[src/rtl/div16x8_if.sv]
// div16x8_if: request/result bundle for the 16/8 unsigned divider.
//   master (requester): drives start, dividend, divisor; observes results.
//   slave  (divider)  : observes request; drives busy, done, quotient,
//                       remainder, div_by_zero, overflow.
interface div16x8_if;
    logic        start;
    logic [15:0] dividend;
    logic [7:0]  divisor;
    logic        busy;
    logic        done;
    logic [7:0]  quotient;
    logic [7:0]  remainder;
    logic        div_by_zero;
    logic        overflow;

    modport master (
        output start, dividend, divisor,
        input  busy, done, quotient, remainder, div_by_zero, overflow
    );

    modport slave (
        input  start, dividend, divisor,
        output busy, done, quotient, remainder, div_by_zero, overflow
    );
endinterface

[src/rtl/div16x8.sv]
// div16x8: iterative restoring unsigned divider, 16-bit dividend by 8-bit
// divisor, one quotient bit per clock (8 CALC cycles, done in cycle 9).
// Divide-by-zero and quotient overflow finish immediately (done in cycle 1)
// with saturated 8'hFF results.
// Ports:
//   clk  - rising-edge clock
//   rst  - synchronous active-high reset
//   bus  - div16x8_if.slave: start/dividend/divisor in;
//          busy/done/quotient/remainder/div_by_zero/overflow out
module div16x8 (
    input  logic      clk,
    input  logic      rst,
    div16x8_if.slave  bus
);

    typedef enum logic [1:0] {IDLE, CALC, DONE} state_t;

    state_t      state_q;
    logic [8:0]  rem_q;
    logic [7:0]  quo_q;
    logic [2:0]  cnt_q;
    logic [7:0]  divisor_q;
    logic        busy_q;
    logic        done_q;
    logic [7:0]  quotient_q;
    logic [7:0]  remainder_q;
    logic        dbz_q;
    logic        ovf_q;

    logic [9:0]  shift_d;
    logic [9:0]  trial_d;
    logic [8:0]  rem_d;
    logic [7:0]  quo_d;

    // One restoring step: shift {R,Q} left, trial-subtract the divisor and
    // keep the difference only when it did not borrow (trial_d[9] clear).
    always_comb begin
        shift_d = {rem_q, quo_q[7]};
        trial_d = shift_d - {2'b00, divisor_q};
        rem_d   = trial_d[9] ? shift_d[8:0] : trial_d[8:0];
        quo_d   = {quo_q[6:0], ~trial_d[9]};
    end

    always_ff @(posedge clk) begin
        if (rst) begin
            state_q     <= IDLE;
            rem_q       <= '0;
            quo_q       <= '0;
            cnt_q       <= '0;
            divisor_q   <= '0;
            busy_q      <= 1'b0;
            done_q      <= 1'b0;
            quotient_q  <= '0;
            remainder_q <= '0;
            dbz_q       <= 1'b0;
            ovf_q       <= 1'b0;
        end else begin
            done_q <= 1'b0;
            case (state_q)
                IDLE, DONE: begin
                    if (bus.start) begin
                        divisor_q <= bus.divisor;
                        if (bus.divisor == '0) begin
                            state_q     <= DONE;
                            done_q      <= 1'b1;
                            dbz_q       <= 1'b1;
                            ovf_q       <= 1'b0;
                            quotient_q  <= '1;
                            remainder_q <= '1;
                        end else if (bus.dividend[15:8] >= bus.divisor) begin
                            state_q     <= DONE;
                            done_q      <= 1'b1;
                            dbz_q       <= 1'b0;
                            ovf_q       <= 1'b1;
                            quotient_q  <= '1;
                            remainder_q <= '1;
                        end else begin
                            // Visible results and flags keep their previous
                            // values until this division completes.
                            state_q <= CALC;
                            busy_q  <= 1'b1;
                            rem_q   <= {1'b0, bus.dividend[15:8]};
                            quo_q   <= bus.dividend[7:0];
                            cnt_q   <= '0;
                        end
                    end else if (state_q == DONE) begin
                        state_q <= IDLE;
                    end
                end
                CALC: begin
                    rem_q <= rem_d;
                    quo_q <= quo_d;
                    cnt_q <= cnt_q + 3'd1;
                    if (cnt_q == 3'd7) begin
                        state_q     <= DONE;
                        busy_q      <= 1'b0;
                        done_q      <= 1'b1;
                        quotient_q  <= quo_d;
                        remainder_q <= rem_d[7:0];
                        dbz_q       <= 1'b0;
                        ovf_q       <= 1'b0;
                    end
                end
                default: state_q <= IDLE;
            endcase
        end
    end

    assign bus.busy        = busy_q;
    assign bus.done        = done_q;
    assign bus.quotient    = quotient_q;
    assign bus.remainder   = remainder_q;
    assign bus.div_by_zero = dbz_q;
    assign bus.overflow    = ovf_q;

endmodule
[src/flat_wrapper.sv]
// flat-port wrapper written by rule: the top's interface ports become plain ports
module div16x8_flat 
  (clk, rst, bus_start, bus_dividend, bus_divisor, bus_busy, bus_done, bus_quotient, bus_remainder, bus_div_by_zero, bus_overflow);
  div16x8_if bus_i ();
  input  logic clk;
  input  logic rst;
  input wire logic [$bits(bus_i.start)-1:0] bus_start;
  input wire logic [$bits(bus_i.dividend)-1:0] bus_dividend;
  input wire logic [$bits(bus_i.divisor)-1:0] bus_divisor;
  output wire logic [$bits(bus_i.busy)-1:0] bus_busy;
  output wire logic [$bits(bus_i.done)-1:0] bus_done;
  output wire logic [$bits(bus_i.quotient)-1:0] bus_quotient;
  output wire logic [$bits(bus_i.remainder)-1:0] bus_remainder;
  output wire logic [$bits(bus_i.div_by_zero)-1:0] bus_div_by_zero;
  output wire logic [$bits(bus_i.overflow)-1:0] bus_overflow;
  assign bus_i.start = bus_start;
  assign bus_i.dividend = bus_dividend;
  assign bus_i.divisor = bus_divisor;
  assign bus_busy = bus_i.busy;
  assign bus_done = bus_i.done;
  assign bus_quotient = bus_i.quotient;
  assign bus_remainder = bus_i.remainder;
  assign bus_div_by_zero = bus_i.div_by_zero;
  assign bus_overflow = bus_i.overflow;
  div16x8 u_core (.clk(clk), .rst(rst), .bus(bus_i));
endmodule
[config.mk]
export PLATFORM = sky130hd
export DESIGN_NAME = div16x8_flat
export DESIGN_NICKNAME = d
export VERILOG_FILES = /design/src/rtl/div16x8_if.sv /design/src/rtl/div16x8.sv /design/src/flat_wrapper.sv
export SDC_FILE = /design/constraint.sdc
export NUM_CORES = 1
export LEC_CHECK = 0
export CAP_MARGIN = 25
export CORE_ASPECT_RATIO = 2
export CORE_UTILIZATION = 28
export DETAILED_ROUTE_END_ITERATION = 8
export DONT_BUFFER_PORTS = 1
export PLACE_DENSITY = 0.41
export SLEW_MARGIN = 40
export SYNTH_ARGS = -nofsm -noshare
export SYNTH_HDL_FRONTEND = slang
export SYNTH_SLANG_ARGS = --single-unit
[constraint.sdc]
create_clock -name clk -period 5.39 [get_ports clk]
set_clock_uncertainty 0.2 [all_clocks]
set_input_delay 1.3475 -clock clk [delete_from_list [all_inputs] [get_ports clk]]
set_output_delay 1.3475 -clock clk [all_outputs]
set_load 0.01 [all_outputs]
==> metrics <==
Layout Cells excl Fill=around 450; share of cells above drive strength 1=7.48%; Critical R2R Launch=u_core.divisor_q[7]; area grow syn2layout=9.78%; maximum fanout along the worst path=16; WHS=249 ps; post_cts resized=0; drt pass-1 iters=4; die height=144 um; commonest cells after routing, fill and taps aside=50 x dfxtp_1, 37 x a21oi_1, 29 x nand2_1, 27 x a211oi_1, 25 x nor2_1; Mapped Cells=328; max_cap viols=0; Finish-stage setup viols=0; Final period util=60.2%; ant diodes=0; Post-DP HPWL=6300 um; number of remaining DRC errors=0; grt total ovfl=0; Slew Limit Fails=0; largest net degree at the start of global routing=55; htree depth=2; Crit Path Class=in2reg; Post-Syn Area=0.00284 mm2; TritonCTS clock tree=built; RSZ-0062 raised after global routing=no; total CTS buffers=5; initial DRC count=between 100 and 150; routed via count=2321; Synth warnings=0; Setup crit end=u_core.rem_q[6]; Initial Util=28.9%; Die X=73.2 um; Critical path origin=bus_dividend[8]; Routed Antenna Nets=0; placer congestion estimate=between 0.7 and 0.8; Multi-input gate area=approximately 0.0017 mm2; Reg-to-Reg End=u_core.bus.remainder[7]; Rows=51; initial antenna violation count=0; Synth async-reset ratio=0%; post-route cell area=0.00312 mm2; EDFF count, synth=0; startpoint types=input port; Worst R2R Setup Slack=2650 ps; first-pass GRT wire length=roughly 13000 um; Leakage=1.19 nW; die area=0.0106 mm2; vias per cell=between 5 and 6; register area=0.00100 mm2; fin util=31.7%; Root Driver=clkbuf_16; max frequency=0.308 GHz; TritonCTS Sinks=50; R2R cell count=8; fin nets=366; Min Clock Period, post-route=3250 ps; PD cells=369 mW/mm2; Slew @ Worst Pin=720 ps; Hold Vio Cnt, Final=0; status=finished clean; Max transition margin=51.9%; Core ar.=0.00983 mm2; ys flop type=dfxtp_1; # fillers=1108; Cell Count Post-Placement=445; CP arrival=3210 ps; Worst Hold Class=reg2reg; most common cell after layout, fill and taps aside=dfxtp_1; setup bufs post-CTS=0; Routed wire per std cell=around 19 um; clock slew at reported path FFs=roughly 60 ps; total negative slack=0 ps; count of cell types in the netlist=48; clk buf depth=2; setup ws final=between 2000 and 2500 ps; IO Port Bufs=0; flops & latches, synth=50; number of global-route vias before repair=approximately 2300; Avg Inst Size Synth=8.66 um2; Total Power=1.15 mW; Place WS=1790 ps; Seq/Total Area, Yosys=35.2%; Hold-fix buffers, CTS=0; Mapped Nets=374; Cell Area, Placed=0.00297 mm2; worst vdd ir=0.000204 V; crit path capture type=flip-flop; I/O pins=47; clk_lat worst skew=290 ps; gr usage total=17.4%; WP data required=5350 ps; DRT Wirelength=8470 um
[state kept, by name, summed over array words and instances, names as in the netlist]
| name | count |
|---|---|
| u_core.divisor_q | 8 |
| u_core.bus.overflow | 1 |
| u_core.bus.div_by_zero | 1 |
| u_core.bus.quotient | 8 |
| u_core.rem_q | 9 |
| u_core.state_q | 2 |
| u_core.quo_q | 8 |
| u_core.cnt_q | 3 |
| u_core.bus.done | 1 |
| u_core.bus.busy | 1 |
| u_core.bus.remainder | 8 |
[area by class of cell]
cell class	instances	share of cell area, %
clock buffer	7	4.57
clock inverter	1	0.160
inverter	22	2.65
multi-input combinational	237	53.6
sequential	50	32.1
tap	132	5.29
timing repair buffer	4	1.60
[power by group]
part	switching (mW)	internal (mW)	total [mW]
combinational	0.224	0.151	0.375
clock	0.139	0.184	0.324
sequential	0.0421	0.410	0.452
[synth_stat cells (all sizes together), types with 2 or more instances]
cell | number | area [um2]
a211o | 2 | 17.5
or4b | 2 | 20.0
buf | 7 | 42.5
nand2b | 8 | 50.1
ha | 18 | 225
nor3 | 4 | 20.0
a21oi | 39 | 218
mux2i | 16 | 160
inv | 22 | 82.6
nand3b | 6 | 45.0
dfxtp | 50 | 1000
nand2 | 29 | 109
or3 | 4 | 25.0
nor4 | 2 | 12.5
a31oi | 2 | 12.5
nand4 | 2 | 12.5
o21ai | 8 | 40.0
a311oi | 4 | 41.3
nor2 | 26 | 97.6
xor2 | 4 | 53.8
o21bai | 2 | 15.0
a21o | 3 | 22.5
xnor2 | 4 | 53.8
a2bb2oi | 2 | 17.5
nand3 | 6 | 30.0
a211oi | 30 | 240
clkbuf | 12 | 45.0
nor2b | 2 | 12.5
[worst max-delay path, stage by stage]
cell and delay, ps:
inv_1 20, ha_1 250, nand2b_1 140, a21o_1 170
a211o_1 350, a21oi_4 400, buf_16 210, mux2i_1 240
a311oi_2 70
[per-layer routing]
layer,vias up,GRT usage [%],part of all wire (%)
li1,1161,-,-
met1,1105,18.2,36
met2,46,32.8,57
met3,9,3.34,4.2
met4,0,7.33,2.6
met5,-,0,0
[cells by family (layout without fill, tap and decap cells)]
kind of cell	Yosys count	in the layout	share of synthesized area [%]
xor gates and xnor gates	8	8	3.79
and+or+nand+nor	94	94	16.1
AOI/OAI and AO/OA	99	99	24.3
buffers and inverters	41	34	5.99
adders and majority gates	19	19	8.63
DFF	50	50	35.2
muxes	17	17	6.03
[worst min-delay path by stage]
stage                                to                start  slack (ps)  cells past startpoint
floorplan           u_core.divisor_q[1]  u_core.divisor_q[1]         240                      2
global placement    u_core.divisor_q[7]  u_core.divisor_q[7]         240                      2
detailed placement  u_core.divisor_q[3]  u_core.divisor_q[3]         240                      2
CTS                 u_core.divisor_q[3]  u_core.divisor_q[3]         250                      2
global route        u_core.divisor_q[6]  u_core.divisor_q[6]         280                      2
finish              u_core.divisor_q[3]  u_core.divisor_q[3]         250                      2
(Power assumes the default switching activity.)
